File: config.mk
export PLATFORM = sky130hd
export DESIGN_NAME = drum_acc_flat
export DESIGN_NICKNAME = d
export VERILOG_FILES = /design/src/rtl/drum_acc_pkg.sv /design/src/rtl/drum_acc_if.sv /design/src/rtl/drum_oc2tc.sv /design/src/rtl/drum_acc.sv /design/src/flat_wrapper.sv
export SDC_FILE = /design/constraint.sdc
export NUM_CORES = 1
export LEC_CHECK = 0
export BUFFER_PORTS_ARGS = -buffer_cell sky130_fd_sc_hd__buf_2
export CELL_PAD_IN_SITES_DETAIL_PLACEMENT = 0
export CELL_PAD_IN_SITES_GLOBAL_PLACEMENT = 2
export CORE_MARGIN = 1
export CORE_UTILIZATION = 30
export CTS_CLUSTER_DIAMETER = 30
export CTS_CLUSTER_SIZE = 14
export DETAILED_ROUTE_END_ITERATION = 10
export HOLD_SLACK_MARGIN = 0.06
export PLACE_DENSITY = 0.8
export SLEW_MARGIN = 20
export SYNTH_ARGS = -nofsm -noshare
export SYNTH_HDL_FRONTEND = slang
export SYNTH_SLANG_ARGS = --single-unit
File: constraint.sdc
create_clock -name clk -period 4.65 [get_ports clk]
set_clock_uncertainty 0.1 [all_clocks]
set_input_delay 1.1625 -clock clk [delete_from_list [all_inputs] [get_ports clk]]
set_output_delay 1.1625 -clock clk [all_outputs]
set_load 0.02 [all_outputs]
File: src/rtl/drum_acc_pkg.sv
// Shared types and constants for the drum_acc product accumulator.
package drum_acc_pkg;
   localparam int CNT_W = 8;

   typedef enum logic {
      ACC  = 1'b0,
      HOLD = 1'b1
   } state_e;
endpackage

File: src/rtl/drum_acc_if.sv
// Product-beat input stream and frame-result output stream of drum_acc.
interface drum_acc_if #(
   parameter int PW = 8,
   parameter int AW = 16
) ();
   import drum_acc_pkg::*;

   logic                    in_valid;
   logic                    in_ready;
   logic [PW-1:0]           in_prod;
   logic                    in_last;
   logic                    out_valid;
   logic                    out_ready;
   logic signed [AW-1:0]    out_sum;
   logic [CNT_W-1:0]        out_cnt;
   logic                    out_ovf;

   modport master (
      output in_valid, in_prod, in_last, out_ready,
      input  in_ready, out_valid, out_sum, out_cnt, out_ovf
   );

   modport slave (
      input  in_valid, in_prod, in_last, out_ready,
      output in_ready, out_valid, out_sum, out_cnt, out_ovf
   );
endinterface

File: src/rtl/drum_oc2tc.sv
// Converts a sign-inverted (ones'-complement) product to AW-bit two's complement.
module drum_oc2tc #(
   parameter int PW = 8,
   parameter int AW = 16
) (
   input  logic [PW-1:0]        prod_i,
   output logic signed [AW-1:0] val_o
);
   logic signed [PW-1:0] prod_s;

   assign prod_s = prod_i;

   // Negative codes sit one below their value; all-ones lands on zero.
   always_comb begin
      if (prod_i[PW-1]) val_o = AW'(prod_s) + AW'(1);
      else              val_o = AW'(prod_i);
   end
endmodule

File: src/rtl/drum_acc.sv
// Frame accumulator for signed products; DRUM_ACC_SAT_EN selects saturating
// accumulation, otherwise the accumulator wraps and only flags overflow.
module drum_acc
   import drum_acc_pkg::*;
#(
   parameter int PW  = 8,
   parameter int AW  = 16,
   parameter int LEN = 8
) (
   input  logic       clk,
   input  logic       rst,
   drum_acc_if.slave  bus
);
   state_e                  state_q, state_d;
   logic signed [AW-1:0]    acc_q, acc_d;
   logic [CNT_W-1:0]        cnt_q, cnt_d;
   logic                    ovf_q, ovf_d;
   logic signed [AW-1:0]    val;
   logic signed [AW:0]      sum_w;
   logic                    sum_ovf;
   logic                    in_ready_w;
   logic                    accept;
   logic                    close;

`ifdef DRUM_ACC_SAT_EN
   function automatic logic signed [AW-1:0] acc_next(input logic signed [AW:0] s);
      if (s[AW] != s[AW-1]) return s[AW] ? {1'b1, {(AW-1){1'b0}}} : {1'b0, {(AW-1){1'b1}}};
      return s[AW-1:0];
   endfunction
`else
   function automatic logic signed [AW-1:0] acc_next(input logic signed [AW:0] s);
      return s[AW-1:0];
   endfunction
`endif

   drum_oc2tc #(.PW(PW), .AW(AW)) u_conv (
      .prod_i (bus.in_prod),
      .val_o  (val)
   );

   // One guard bit exposes signed overflow as a mismatch of the top two bits.
   assign sum_w   = {acc_q[AW-1], acc_q} + {val[AW-1], val};
   assign sum_ovf = sum_w[AW] ^ sum_w[AW-1];

   assign in_ready_w = (state_q == ACC) && !rst;
   assign accept     = bus.in_valid && in_ready_w;
   assign close      = accept && ((cnt_q == CNT_W'(LEN - 1)) || bus.in_last);

   always_comb begin
      state_d = state_q;
      acc_d   = acc_q;
      cnt_d   = cnt_q;
      ovf_d   = ovf_q;
      if (state_q == ACC) begin
         if (accept) begin
            acc_d = acc_next(sum_w);
            cnt_d = cnt_q + CNT_W'(1);
            ovf_d = ovf_q | sum_ovf;
         end
         if (close) state_d = HOLD;
      end else if (bus.out_ready) begin
         state_d = ACC;
         acc_d   = '0;
         cnt_d   = '0;
         ovf_d   = 1'b0;
      end
   end

   always_ff @(posedge clk) begin
      if (rst) begin
         state_q <= ACC;
         acc_q   <= '0;
         cnt_q   <= '0;
         ovf_q   <= 1'b0;
      end else begin
         state_q <= state_d;
         acc_q   <= acc_d;
         cnt_q   <= cnt_d;
         ovf_q   <= ovf_d;
      end
   end

   assign bus.in_ready  = in_ready_w;
   assign bus.out_valid = (state_q == HOLD) && !rst;
   assign bus.out_sum   = acc_q;
   assign bus.out_cnt   = cnt_q;
   assign bus.out_ovf   = ovf_q;
endmodule

File: src/flat_wrapper.sv
// flat-port wrapper written by rule: the top's interface ports become plain ports
module drum_acc_flat import drum_acc_pkg::*;
#(
   parameter int PW  = 8,
   parameter int AW  = 16,
   parameter int LEN = 8
)
  (clk, rst, bus_in_valid, bus_in_prod, bus_in_last, bus_out_ready, bus_in_ready, bus_out_valid, bus_out_sum, bus_out_cnt, bus_out_ovf);
  drum_acc_if #(.PW(PW), .AW(AW)) bus_i ();
  input  logic clk;
  input  logic rst;
  input wire logic [$bits(bus_i.in_valid)-1:0] bus_in_valid;
  input wire logic [$bits(bus_i.in_prod)-1:0] bus_in_prod;
  input wire logic [$bits(bus_i.in_last)-1:0] bus_in_last;
  input wire logic [$bits(bus_i.out_ready)-1:0] bus_out_ready;
  output wire logic [$bits(bus_i.in_ready)-1:0] bus_in_ready;
  output wire logic [$bits(bus_i.out_valid)-1:0] bus_out_valid;
  output wire logic [$bits(bus_i.out_sum)-1:0] bus_out_sum;
  output wire logic [$bits(bus_i.out_cnt)-1:0] bus_out_cnt;
  output wire logic [$bits(bus_i.out_ovf)-1:0] bus_out_ovf;
  assign bus_i.in_valid = bus_in_valid;
  assign bus_i.in_prod = bus_in_prod;
  assign bus_i.in_last = bus_in_last;
  assign bus_i.out_ready = bus_out_ready;
  assign bus_in_ready = bus_i.in_ready;
  assign bus_out_valid = bus_i.out_valid;
  assign bus_out_sum = bus_i.out_sum;
  assign bus_out_cnt = bus_i.out_cnt;
  assign bus_out_ovf = bus_i.out_ovf;
  drum_acc #(.PW(PW), .AW(AW), .LEN(LEN)) u_core (.clk(clk), .rst(rst), .bus(bus_i));
endmodule
==> results.md <==
* Pre-antenna DRT Iters at 4
* Die H at 80.0 um
* Ys flop type: dfxtp_1
* TritonCTS Buffers at 3
* Vias per std cell at 5.19
* Sequential element share of the synthesized area at 28.5%
* Clock slew at reported path FFs at 0.10 ns
* Async SR Flop Fraction at 0%
* # fillers at 629
* Final Cycle Share at 86.0%
* Routed Antenna Nets at 0
* # hold bufs at CTS at 0
* Storage element area at 520 sq um
* Crit path launch: bus_in_prod[0]
* Fin. Hold Viols at 0
* Logic depth of the worst register-to-register path at 8
* Yosys cell types at 48
* Setup violators final at 0
* Pins over their slew limit at 0
* CTS Sinks at 26
* Flop2flop setup slack at 1.86 ns
* Io pins at 40
* Slew HR at 63.9%
* Max FO, Critical Path at 5
* Fin crit period at 4.00 ns
* Crit. End Element: flip-flop
* Gate count of the mapped netlist at 230
* Nets at 297
* Setup TNS at 0 ns
* Synthesized cell area at 1830 sq um
* Std-Cell Rows at 28
* Tot Pwr at 0.820 mW
* Root Driver: clkbuf_8
* Vias in the first global route at 1666
* Global route overflow at 0
* Synth-to-layout area growth at 19.2%
* Max-cap violations at 0
* Hold Path Depth at 2
* # DRC at 0
* FMAX at 250 MHz
* Status: finished clean
* Setup bufs post-CTS at 0
* Hold endpoint: u_core.bus.out_sum[15]
* R2R Path End: u_core.bus.out_ovf
* Worst skew pair latency at 0.27 ns
* Number of H-tree levels at 1
* Slew @ Worst Pin at 0.541 ns
* Post-Synthesis Net Count at 258
* Crit path DAT at 4.07 ns
* Number of synthesized flops with an enable pin at 0
* YS warnings at 0
* Hpwl dp at 3.56 mm
* WL final at 4.63 mm
* Initial antenna violation count at 0
* #FFs+latches synth at 26
* Reg2reg start: u_core.bus.out_sum[1]
* CP Launch Type: primary input
* Area used by multi-input combinational logic at 1260 sq um
* Crit Path Class: primary input to flip-flop
* Share of cells above drive strength 1 at 19.4%
* Final core occ at 37.0%
* Global-route usage over all layers at 15.4%
* Core ar. at 5890 sq um
* Post-cts sizing count at 0
* First-pass GRT wire length at 7.71 mm
* Pwr per Cell Area at 376 nW/um^2
* RSZ-0062 raised after global routing: false
* Reported leakage power at 0.993 nW
* Maximum clock insertion buffer count at 2
* Pin count of the biggest net entering global routing at 18
* Hold_sp: u_core.bus.out_sum[15]
* Placer congestion estimate at 0.791
* Die width at 80.0 um
* Antenna cells at 0
* Peak VDD IR at 0.158 mV
* CTS tree: yes
* Initial Utilization at 31.0%
* PortBufs at 39
* Routed wire per std cell at 13.5 um
* Hold crit path type: flip-flop to flip-flop
* Syn Area/Cell at 7.94 sq um
* Initial DRC Count at 68
* Die area at 6410 sq um
* Vias at 1781
* CP required at 4.72 ns
logic make-up (layout without fill, tap and decap cells):
logic type	after synthesis	in the layout	synth area share, %
buf+inv	13	51	2.74
flops	26	26	28.5
fa+ha+maj	15	15	10.7
simple gates	93	93	25.1
xor+xnor	21	21	10.1
compound gates	59	59	21.2
mux	3	3	1.71
per-stage QoR:
| step | instances | hold slack [ns] | area [sq um] | worst slack (ns) |
|---|---|---|---|---|
| 6_report | 343 | 0.395 | 2180 | 0.650 |
| 4_1_cts | 343 | 0.400 | 2180 | 0.665 |
| 2_1_floorplan | 230 | 0.452 | 1830 | 0.560 |
| 3_5_place_dp | 339 | 0.385 | 2110 | 0.376 |
| 5_1_grt | 343 | 0.430 | 2180 | 0.452 |
| 3_3_place_gp | 339 | 0.382 | 2110 | 0.459 |
sequential cells by signal (all words and copies together) (netlist names):
name,flops
u_core.bus.out_ovf,1
u_core.bus.out_sum,16
u_core.bus.out_cnt,8
u_core.state_q,1
placed cells by master (no fill, tap or decap), types with 5 or more instances in the layout:
cell and count:
buf_2 39, nor3_1 6, ha_1 14, xor2_1 12, a21oi_1 10, nand4_1 7, nand2_1 23, o21ai_0 19
nand3_1 16, xnor2_1 9, nor2_1 21, dfxtp_1 26, a22o_1 5
power breakdown:
group          internal [mW]  switching, mW  total (mW)
Sequential             0.254         0.0415       0.295
Combinational          0.141          0.194       0.335
Clock                  0.115         0.0743       0.189
how the worst max path moves through the flow:
stage                         endpoint  slack [ns]  cells after the start
finish              u_core.bus.out_ovf        0.65                     11
global route        u_core.bus.out_ovf        0.45                     11
CTS                 u_core.bus.out_ovf        0.66                     11
detailed placement  u_core.bus.out_ovf        0.38                     11
global placement    u_core.bus.out_ovf        0.46                     11
floorplan           u_core.bus.out_ovf        0.56                     10
synthesized netlist by cell type, types with 2 or more instances:
cell type | n | area share (%)
nand2_1 | 23 | 4.7
nor2b_1 | 2 | 0.68
and2_1 | 2 | 0.68
inv_1 | 4 | 0.82
xor2_1 | 12 | 5.8
nand2b_1 | 3 | 1.0
nand4_1 | 7 | 2.4
or3_1 | 3 | 1.0
o21bai_1 | 2 | 0.82
nor2_1 | 21 | 4.3
a31oi_1 | 2 | 0.68
a22o_1 | 5 | 2.4
xnor2_1 | 9 | 4.3
nor3_1 | 6 | 1.6
a21oi_1 | 10 | 2.7
o22ai_1 | 2 | 0.68
o21a_1 | 2 | 0.82
a211oi_1 | 4 | 1.6
dfxtp_1 | 26 | 28
and3_1 | 4 | 1.4
nand3_1 | 16 | 4.4
mux2i_1 | 2 | 1.1
ha_1 | 14 | 9.6
o21ai_0 | 19 | 5.2
clkbuf_1 | 7 | 1.4
critical path: stages:
cell      delay [ns]
buf_2           0.13
ha_1            0.28
mux2_2          0.30
ha_1            0.30
a211oi_1        0.32
o21ai_0         0.19
a31o_2          0.28
a211oi_1        0.40
o211a_1         0.25
or3_1           0.12
or3b_1          0.33
per-layer routing:
layer	share of wire, %	GRT usage [%]
met4	1.0	4.64
met5	0	0
met3	4.4	2.51
met2	42	23.7
met1	53	21.9
cell type report:
class	count	share of cell area (%)
inverter	5	0.862
multi-input combinational	191	57.7
clock buffer	3	1.90
timing repair buffer	42	9.99
clock inverter	1	1.38
tap	75	4.31
sequential	26	23.9
No activity file was read; power rests on OpenSTA's default activity.
